$ cat config.mk
export PLATFORM = sky130hd
export DESIGN_NAME = countdown_timer_flat
export DESIGN_NICKNAME = d
export VERILOG_FILES = /design/src/rtl/countdown_pkg.sv /design/src/rtl/countdown_timer_if.sv /design/src/rtl/dec_chain.sv /design/src/rtl/countdown_timer.sv /design/src/flat_wrapper.sv
export SDC_FILE = /design/constraint.sdc
export NUM_CORES = 1
export LEC_CHECK = 0
export BUFFER_PORTS_ARGS = -buffer_cell sky130_fd_sc_hd__buf_4
export CORE_AREA = 2 2 42 44
export CTS_BUF_LIST = sky130_fd_sc_hd__clkbuf_4 sky130_fd_sc_hd__clkbuf_8
export DETAILED_ROUTE_END_ITERATION = 8
export DIE_AREA = 0 0 44 46
export GPL_TIMING_DRIVEN = 0
export PLACE_DENSITY = 0.8
export REMOVE_ABC_BUFFERS = 1
export SYNTH_ARGS = -nofsm -noshare
export SYNTH_HDL_FRONTEND = slang
export SYNTH_SLANG_ARGS = --single-unit
$ cat constraint.sdc
create_clock -name clock -period 2.9 [get_ports clock]
set_input_delay 0.435 -clock clock [delete_from_list [all_inputs] [get_ports clock]]
set_output_delay 0.435 -clock clock [all_outputs]
set_load 0.02 [all_outputs]
$ cat src/rtl/countdown_pkg.sv
// Shared definitions for the countdown timer: FSM state type and default width.
package countdown_pkg;
   localparam int unsigned WIDTH_DEFAULT = 6;

   typedef logic [0:0] state_t;
   localparam state_t IDLE = 1'b0;
   localparam state_t RUN  = 1'b1;
endpackage

$ cat src/rtl/countdown_timer_if.sv
// Control/status bundle between a timer client (master) and the countdown timer (slave).
interface countdown_timer_if
   import countdown_pkg::*;
#(
   parameter int unsigned WIDTH = WIDTH_DEFAULT
) ();
   logic             start;
   logic [WIDTH-1:0] load_val;
   logic             reload_en;
   logic             halt;
   logic             abort;
   logic [WIDTH-1:0] count;
   logic             busy;
   logic             done;

   modport master (
      output start, load_val, reload_en, halt, abort,
      input  count, busy, done
   );

   modport slave (
      input  start, load_val, reload_en, halt, abort,
      output count, busy, done
   );
endinterface

$ cat src/rtl/dec_chain.sv
// Combinational borrow-chain decrement (value - 1, modulo 2^WIDTH) with zero detect.
module dec_chain #(
   parameter int unsigned WIDTH = 6
) (
   input  logic [WIDTH-1:0] value,
   output logic [WIDTH-1:0] decr,
   output logic             zero
);
   logic borrow;

   always_comb begin
      decr   = '0;
      borrow = 1'b1;
      for (int unsigned i = 0; i < WIDTH; i++) begin
         decr[i] = value[i] ^ borrow;
         borrow  = borrow & ~value[i];
      end
   end

   assign zero = ~|value;
endmodule

$ cat src/rtl/countdown_timer.sv
// Loadable down-counter with one-shot / auto-reload modes, halt and abort.
module countdown_timer
   import countdown_pkg::*;
#(
   parameter int unsigned WIDTH = WIDTH_DEFAULT
) (
   input logic               clock,
   input logic               reset,
   countdown_timer_if.slave  bus
);
   state_t           state;
   logic [WIDTH-1:0] count_q;
   logic [WIDTH-1:0] reload_q;
   logic             done_q;
   logic [WIDTH-1:0] count_dec;
   logic             count_zero;

   dec_chain #(.WIDTH(WIDTH)) u_dec (
      .value (count_q),
      .decr  (count_dec),
      .zero  (count_zero)
   );

   // Abort wins over everything; halt also masks the terminal-count check.
   always_ff @(posedge clock or negedge reset) begin
      if (!reset) begin
         state    <= IDLE;
         count_q  <= '0;
         reload_q <= '0;
         done_q   <= 1'b0;
      end else begin
         done_q <= 1'b0;
         if (bus.abort) begin
            state <= IDLE;
         end else if (state == IDLE) begin
            if (bus.start) begin
               count_q  <= bus.load_val;
               reload_q <= bus.load_val;
               state    <= RUN;
            end
         end else if (!bus.halt) begin
            if (count_zero) begin
               done_q <= 1'b1;
               if (bus.reload_en) begin
                  count_q <= reload_q;
               end else begin
                  state <= IDLE;
               end
            end else begin
               count_q <= count_dec;
            end
         end
      end
   end

   assign bus.count = count_q;
   assign bus.busy  = (state == RUN);
   assign bus.done  = done_q;
endmodule
$ cat src/flat_wrapper.sv
// flat-port wrapper written by rule: the top's interface ports become plain ports
module countdown_timer_flat import countdown_pkg::*;
#(
   parameter int unsigned WIDTH = WIDTH_DEFAULT
)
  (clock, reset, bus_start, bus_load_val, bus_reload_en, bus_halt, bus_abort, bus_count, bus_busy, bus_done);
  countdown_timer_if #(.WIDTH(WIDTH)) bus_i ();
  input logic clock;
  input logic reset;
  input wire logic [$bits(bus_i.start)-1:0] bus_start;
  input wire logic [$bits(bus_i.load_val)-1:0] bus_load_val;
  input wire logic [$bits(bus_i.reload_en)-1:0] bus_reload_en;
  input wire logic [$bits(bus_i.halt)-1:0] bus_halt;
  input wire logic [$bits(bus_i.abort)-1:0] bus_abort;
  output wire logic [$bits(bus_i.count)-1:0] bus_count;
  output wire logic [$bits(bus_i.busy)-1:0] bus_busy;
  output wire logic [$bits(bus_i.done)-1:0] bus_done;
  assign bus_i.start = bus_start;
  assign bus_i.load_val = bus_load_val;
  assign bus_i.reload_en = bus_reload_en;
  assign bus_i.halt = bus_halt;
  assign bus_i.abort = bus_abort;
  assign bus_count = bus_i.count;
  assign bus_busy = bus_i.busy;
  assign bus_done = bus_i.done;
  countdown_timer #(.WIDTH(WIDTH)) u_core (.clock(clock), .reset(reset), .bus(bus_i));
endmodule
## Word-level counts from Yosys, hierarchy flattened

Cells that the tools add are included.

| storage, ports and cells | value |
|---|---|
| flip-flop bits (word level) | 14 |
| output and inout port bits | 8 |
| logic and storage cells | 41 |

| operators by class | value |
|---|---|
| reduce and logical (&&, ||, !) cells | 4 |
| equal/unequal tests | 2 |
| bitwise logic cells | 16 |
| multiplexer cells | 15 |

Operators by type and width:

| kind | count |
|---|---|
| two-way mux 6 bit | 5 |
| two-way mux 1 bit | 10 |
| NOT 1 bit | 7 |
| OR reduction 6 bit | 1 |
| XOR 1 bit | 5 |
| AND 1 bit | 4 |
| AND reduction 4 bit | 1 |
| inequality test 3 bit (second input constant) | 1 |
| AND reduction 3 bit | 1 |
| inequality test 2 bit (second input constant) | 1 |
| nonzero test 2 bit | 1 |

## Depth between registers and ports, before layout

Gate-level depths: netlist of run 1.

| depth | value |
|---|---|
| depth after elaboration | 9 |
| mapped depth | 8 |
| mapped depth without buffers | 8 |

## Cells and area by module

A second synthesis of run 1 with hierarchy kept.

| second synthesis, totals | value |
|---|---|
| cell total of the unflattened synthesis | 72 |
| area, all modules | 832.0 sq um |

Modules (own cells, without submodules):

| module | sequential area each (sq um) | area each (sq um) | instances | cells an instance |
|---|---|---|---|---|
| countdown_timer | 350.3 | 726.9 | 1 | 56 |
| dec_chain | 0.0 | 105.1 | 1 | 16 |

## Worst setup path before layout of run 1

Ideal clock, no wire load.

| timing | value |
|---|---|
| path type | flip-flop to flip-flop |
| start | reg u_core.count_q[0] (netlist: u_core.bus.count[0]) |
| end | reg u_core.count_q[5] (netlist: u_core.bus.count[5]) |
| data required time | 2.782 ns |
| arrival time | 1.754 ns |
| stages on the path, launching flop included | 7 |
| setup time | 0.118 ns |
| path slack | 1.028 ns |
| clock period less this slack | 1.872 ns |
| cells stage by stage | dfrtp_1 -> inv_1 -> ha_1 -> nor4b_4 -> a2111oi_4 -> a32oi_1 -> a21o_1 |

| between the ends | value |
|---|---|
| longest elaborated chain between the ends | 9 |
| elaborated cells between the ends (all ways) | 12 |

RTL lines:

| element | line | RTL |
|---|---|---|
| start, declared | countdown_timer.sv:12 | `logic [WIDTH-1:0] count_q;` |
| start signal, assigned | countdown_timer.sv:37 | `count_q <= bus.load_val;` |
| start signal, assigned | countdown_timer.sv:45 | `count_q <= reload_q;` |
| start signal, assigned | countdown_timer.sv:50 | `count_q <= count_dec;` |
| NOT 1 bit | dec_chain.sv:16 | `borrow = borrow & ~value[i];` |
| AND 1 bit (4 in a row) | dec_chain.sv:16 |  |
| XOR 1 bit | dec_chain.sv:15 | `decr[i] = value[i] ^ borrow;` |
| two-way mux 6 bit | countdown_timer.sv:42 | `if (count_zero) begin` |
| two-way mux 6 bit | countdown_timer.sv:41 | `end else if (!bus.halt) begin` |
| two-way mux 6 bit | countdown_timer.sv:35 | `end else if (state == IDLE) begin` |

Several ways; a longest one is shown, not always the timed one. The select of a mux whose other input is x is not followed.
A chain may end at the register's enable or synchronous reset.

## Worst setup path in the final report of run 1

Ends and elaborated chain as after synthesis.

==> results of run 1 <==
[metrics by stage]
step                      total power [µW]  area, µm²  hold slack, ps  util [%]  setup WS, ps
final                                573.5       1031           385.6     63.88         902.7
after detailed placement             474.7      998.5           294.8     61.86         909.8
after CTS                            580.8       1031           378.7     63.88         875.8
after global placement               465.8      998.5           293.0     61.86         952.7
after floorplan                      394.6      834.6           139.4         -          1028
after global routing                 612.1       1031           379.6     63.88         735.0
[where the power goes]
group          leakage [µW]  switching [µW]  internal, µW  total, µW
logic              0.000281             101          94.1        195
clock network     0.0000138            55.1          47.9        103
registers          0.000165            44.5           231        275
[logic make-up (layout without fill, tap and decap cells)]
family	count (synthesis)	after routing	synth area share, %
multiplexers	6	6	8.023
buffers and inverters	9	30	4.013
AO/OA/AOI/OAI	25	25	22.88
flip-flops	14	14	41.61
AND/OR/NAND/NOR	22	22	17.53
adder cells (fa/ha/maj)	4	4	5.944
[critical path, delay by kind of cell, from the launching register on]
| kind | cells | cell delay, ps |
|---|---|---|
| AO/OA/AOI/OAI | 3 | 970 |
| flip-flops | 1 | 420 |
| adder cells (fa/ha/maj) | 1 | 240 |
| AND/OR/NAND/NOR | 1 | 170 |
| buffers and inverters | 1 | 80 |
[registers in the layout, summed over array words and instances (netlist names)]
signal and cells:
u_core.bus.busy 1, u_core.bus.count 6, u_core.bus.done 1, u_core.reload_q 6
[timing repair]
item	CTS	global route
resized for setup	0	0
buffers inserted	0	0
hold buffers	1	0
hold endpoints to repair	7	0
[cell usage in the layout, fill, tap and decap left out, types with 2 or more instances in the layout]
cell type | netlist | routed
a211oi_1 | 2 | 2
inv_1 | 7 | 7
ha_1 | 4 | 4
o22ai_1 | 2 | 2
mux2_2 | 6 | 6
dfrtp_1 | 14 | 14
o311ai_1 | 2 | 2
a31o_2 | 2 | 2
nand2_1 | 3 | 3
clkbuf_4 | 0 | 3
buf_4 | 0 | 19
nor2_1 | 9 | 9
a31oi_1 | 2 | 2
o221ai_1 | 2 | 2
nor3b_2 | 2 | 2
o21ai_1 | 2 | 2
a21oi_1 | 3 | 3
o21ai_0 | 3 | 3
[metal layers]
layer	share of wire, %	up-vias
li1	-	347
met5	0	-
met3	4.6	2
met4	0.68	0
met1	45	332
met2	49	21
[cell type report]
type,count,area (µm²),share of cell area (%)
Clock buffer,3,22.52,2.184
Inverter,7,26.28,2.549
Multi-Input combinational cell,57,457.9,44.42
Sequential cell,14,350.3,33.98
Tap cell,17,21.27,2.063
Timing Repair Buffer,20,152.6,14.81
[path summary, 6_finish.rpt]
| path | cells after the start | slack [ps] | end |
|---|---|---|---|
| worst max-delay path | 6 | 900 | u_core.bus.count[5] |
| worst min-delay path | 2 | 390 | u_core.bus.busy |
| worst max register to register | 6 | 900 | u_core.bus.count[5] |
| worst min register to register | 1 | 520 | u_core.reload_q[4] |
| max in group asynchronous | 2 | 2180 | u_core.reload_q[0] |
| min in group asynchronous | 2 | 540 | u_core.bus.count[4] |
==> metrics, run 1 <==
first-pass GRT wire length 2898 µm; largest net degree at the start of global routing 17; Avg Cell Area, Syn 10.53 µm²; post-route ant nets 0; Final min period roughly 2000 ps; DRT Wirelength roughly 1800 µm; final clock skew 5.778 ps; nets 119; cell count after synthesis 80; CTS Sinks 14; DRT Pass-1 Iters 4; top post-synthesis cells by area dfrtp_1 (42%), mux2_2 (8.0%), ha_1 (5.9%), nor2_1 (4.0%), a2111oi_4 (3.3%); Least-Margin Pin Slew 706.2 ps; CP max-delay cell a2111oi_4; routed via count 702; Die Wd about 44 µm; reg2reg start u_core.bus.count[0]; total CTS buffers 3; site row count 15; Post-synth EDFFs 0; Die Ht 46 µm; Crit Path Class flop to flop; Congestion Overflow GR 0; core area 0.001614 mm²; Placer Congestion 0.7376; CTS max path bufs 2; Worst slew margin 52.71%; setup_tns 0 ps; worst stage delay on the critical path 590 ps; Seq cells post-synth 14; Total GRT Usage 19.98%; most common cell in the netlist dfrtp_1; part of the cycle the worst path needs 68.87%; initial DRC count 14; ratio of cells with drive above 1 in the final layout 35.64%; Slew Limit Fails 0; sequential fraction of the synthesis area 41.60%; area fraction of the dominant cell type after synthesis about two fifths; outcome finished clean; grt met3 use 3.571%; antenna violations before repair 0; IO buf count 19; Via-to-Cell Ratio 5.949; Pleak 0.0004602 µW; Non-Filler Instances between 100 and 150; YS warnings 0; die area between 0.002 and 0.0025 mm²; Synth area leader dfrtp_1; Worst Setup Start Kind flop; FFs w/ async S/R, synth between 90% and 100%; Netlist cell types 30; Worst Setup SP u_core.bus.count[0]; grt peak-use layer met2; final setup violation count 0; H-tree depth 1; Fmax 0.5007 GHz; Root Driver clkbuf_4; Fin. Hold Viols 0; met1 Track Usage GR approximately 26%; Antenna Cells 0; worst min-delay path class input pin to flop; required time worst endpoint 3060 ps; Clock Latency Late Sink 270 ps; crit path DAT 2160 ps; pwr dens 556.2 mW/mm²; Ports 20; # DRC 0; Crit. End Element flop; Peak VDD IR between 0.0003 and 0.0004 V; Post-Place Cells 114; synth cell count leaders dfrtp_1 (14), nor2_1 (9), inv_1 (7), mux2_2 (6), ha_1 (4); vias in the first global route 633; max-capacitance violation count 0; DP Wirelength 1319 µm; Starting Density 52.17%; wire length per cell 14.85 µm; RSZ-0062 raised after global routing false; worst path cell trace inv_1 > ha_1 > nor4b_4 > a2111oi_4 > a32oi_1 > a21o_1; met2 usage in global routing 32.94%; P&R area growth vs syn 22.44%; hold_sp bus_abort; CTS tree done; fillers 156; Mapped Area 842.1 µm²; clk slew on worst S/H paths roughly 80 ps; Worst Path Max Fanout 10; Most used DFF post-synth dfrtp_1
Note: power is estimated with default switching activity, not from simulation.
==> inputs of run 2 (changes only) <==
Settings changed: CORE_AREA 2 2 42 44 to 2 2 43 45, DIE_AREA 0 0 44 46 to 0 0 45 47, PLACE_DENSITY 0.8 to 0.77.
Clock period 2.9 ns to 1.94 ns, I/O delays scaled along.
==> metrics, run 2 (synthesis results as in run 1) <==
DP Wirelength 1384 µm (was 1319 µm); Non-Filler Instances 120 (was 118); design area 0.001061 mm² (was 0.001031 mm²); required time worst endpoint 2100 ps (was 3060 ps); routed via count 737 (was 702); final setup violation count 0 (unchanged); site row count 15 (unchanged); Root Driver clkbuf_4 (unchanged); Least-Margin Pin Slew 685.5 ps (was 706.2 ps); most frequent cells in the layout buf_4 (21), dfrtp_1 (13), nor2_1 (9) (was buf_4 (19), dfrtp_1 (14), nor2_1 (9)); Fmax 0.5436 GHz (was 0.5007 GHz); worst stage delay on the critical path 530 ps (was 590 ps); Total GRT Usage 21.39% (was 19.98%); CTS tree done (unchanged); hold slack 231.4 ps (was 385.6 ps); CTS Sinks 14 (unchanged); post-route ant nets 0 (unchanged); total CTS buffers 3 (unchanged); vias in the first global route 763 (was 633); Antenna Cells 0 (unchanged); CTS max path bufs 2 (unchanged); final clock skew 3.177 ps (was 5.778 ps); largest net degree at the start of global routing 17 (unchanged); worst path cell trace inv_1 > ha_2 > or4b_4 > nor2_4 > nor4bb_2 > a211oi_1 (was inv_1 > ha_1 > nor4b_4 > a2111oi_4 > a32oi_1 > a21o_1); wire length per cell 15.68 µm (was 14.85 µm); Clock Latency Late Sink 280 ps (was 270 ps); Ports 20 (unchanged); Worst Setup Start Kind flop (unchanged); Post-Place Cells 114 (unchanged); commonest non-fill, non-tap cell in the layout buf_4 (unchanged); ratio of cells with drive above 1 in the final layout 39.81% (was 35.64%); setup_tns 0 ps (unchanged); pwr dens 830.7 mW/mm² (was 556.2 mW/mm²); Worst Path Max Fanout 6 (was 10); Peak VDD IR 0.0004463 V (was 0.0003540 V); Slew Limit Fails 0 (unchanged); Crit. End Element flop (unchanged); CP max-delay cell or4b_4 (was a2111oi_4); die area 0.002115 mm² (was 0.002024 mm²); fin util 64.24% (was 63.88%); DRT Wirelength 1882 µm (was 1752 µm); RSZ-0062 raised after global routing true (was false); Via-to-Cell Ratio 6.142 (was 5.949); max-capacitance violation count 0 (unchanged); Fin. Hold Viols 0 (unchanged); outcome finished clean (unchanged); Pleak 0.0004679 µW (was 0.0004602 µW); fillers 145 (was 156); internal reg-to-reg setup slack 100 ps (was 900 ps); DRT Pass-1 Iters 4 (unchanged); crit path DAT 2000 ps (was 2160 ps); Congestion Overflow GR 0 (unchanged); Placed Area 998.5 µm² (unchanged); nets 121 (was 119); Starting Density 50.98% (was 52.17%); # DRC 0 (unchanged); Crit Path Class flop to flop (unchanged); CP Buf/Inv Count 1 (unchanged); delay-heaviest family, CP simple AND/OR/NAND/NOR gates (was compound AO/OA/AOI/OAI gates); IO buf count 19 (unchanged); clk slew on worst S/H paths 80 ps (about the same); part of the cycle the worst path needs 94.82% (was 68.87%); Placer Congestion 0.8054 (was 0.7376); P&R area growth vs syn 26.00% (was 22.44%); Die Wd 45 µm (was 44 µm); antenna violations before repair 0 (unchanged); first-pass GRT wire length 3236 µm (was 2898 µm); Final min period 1839 ps (was 1997 ps); initial DRC count 12 (was 14); worst min-delay path class input pin to flop (unchanged); core area 0.001652 mm² (was 0.001614 mm²); H-tree depth 1 (unchanged); Die Ht 47 µm (was 46 µm); Worst slew margin 54.10% (was 52.71%)
[run 2: cell count changes in the layout (fill, tap and decap cells not counted)]
| cell | delta |
|---|---|
| nor4bb_1 | -1 |
| o21ai_1 | +2 |
| ha_2 | +1 |
| buf_4 | +2 |
| nor2_2 | -1 |
| ha_1 | -1 |
| dfrtp_2 | +1 |
| o21ai_0 | -2 |
| nor2_4 | +1 |
| nor4bb_2 | +1 |
| dfrtp_1 | -1 |
[run 2: final cells by class]
class / count / area, µm² / share of cell area (%)
multi-input combinational: 57 / 471.7 / 44.46
sequential: 14 / 351.6 / 33.14
clock buffer: 3 / 22.52 / 2.123
timing repair buffer: 22 / 167.7 / 15.80
inverter: 7 / 26.28 / 2.476
tap: 17 / 21.27 / 2.005
[run 2: final timing paths]
| check | start | end | cells past startpoint |
|---|---|---|---|
| setup reg to reg | u_core.bus.count[0] | u_core.bus.count[0] | 6 |
| min in group asynchronous | reset | u_core.reload_q[2] | 2 |
| hold / removal | bus_abort | u_core.bus.busy | 2 |
| hold reg to reg | u_core.reload_q[3] | u_core.reload_q[3] | 1 |
| setup / recovery | u_core.bus.count[0] | u_core.bus.count[0] | 6 |
| max in group asynchronous | reset | u_core.bus.count[0] | 2 |
[run 2: power breakdown]
part	internal (µW)	switching, µW
sequential	346	69.4
clock	71.9	92.9
combinational	149	153
total	566	315
[run 2: routing by layer]
layer / part of all wire (%) / track usage, % / vias to the layer above / wire length (µm)
met2: 50 / 38.00 / 23 / 932
met4: 0.43 / 8.824 / 0 / 8
met5: 0 / 0 / - / 0
met3: 5.7 / 2.308 / 2 / 107
met1: 44 / 26.57 / 359 / 835
li1: - / - / 353 / -
[run 2: timing repair]
action | in CTS | in global routing
hold buffers | 1 | 0
cloned | 0 | 0
endpoints found under the setup margin | 4 | 5
resized for setup | 0 | 6
buffers inserted | 2 | 0
pin swaps | 1 | 1
endpoints found under the hold margin | 14 | 0
[run 2: stage by stage]
stage / total power (µW) / setup slack, ps
final: 881.4 / 100.5
after global routing: 941.5 / -33.21
after CTS: 878.4 / 6.376
after detailed placement: 709.0 / -94.13
after global placement: 696.5 / -43.42
after floorplan: 589.8 / 67.55
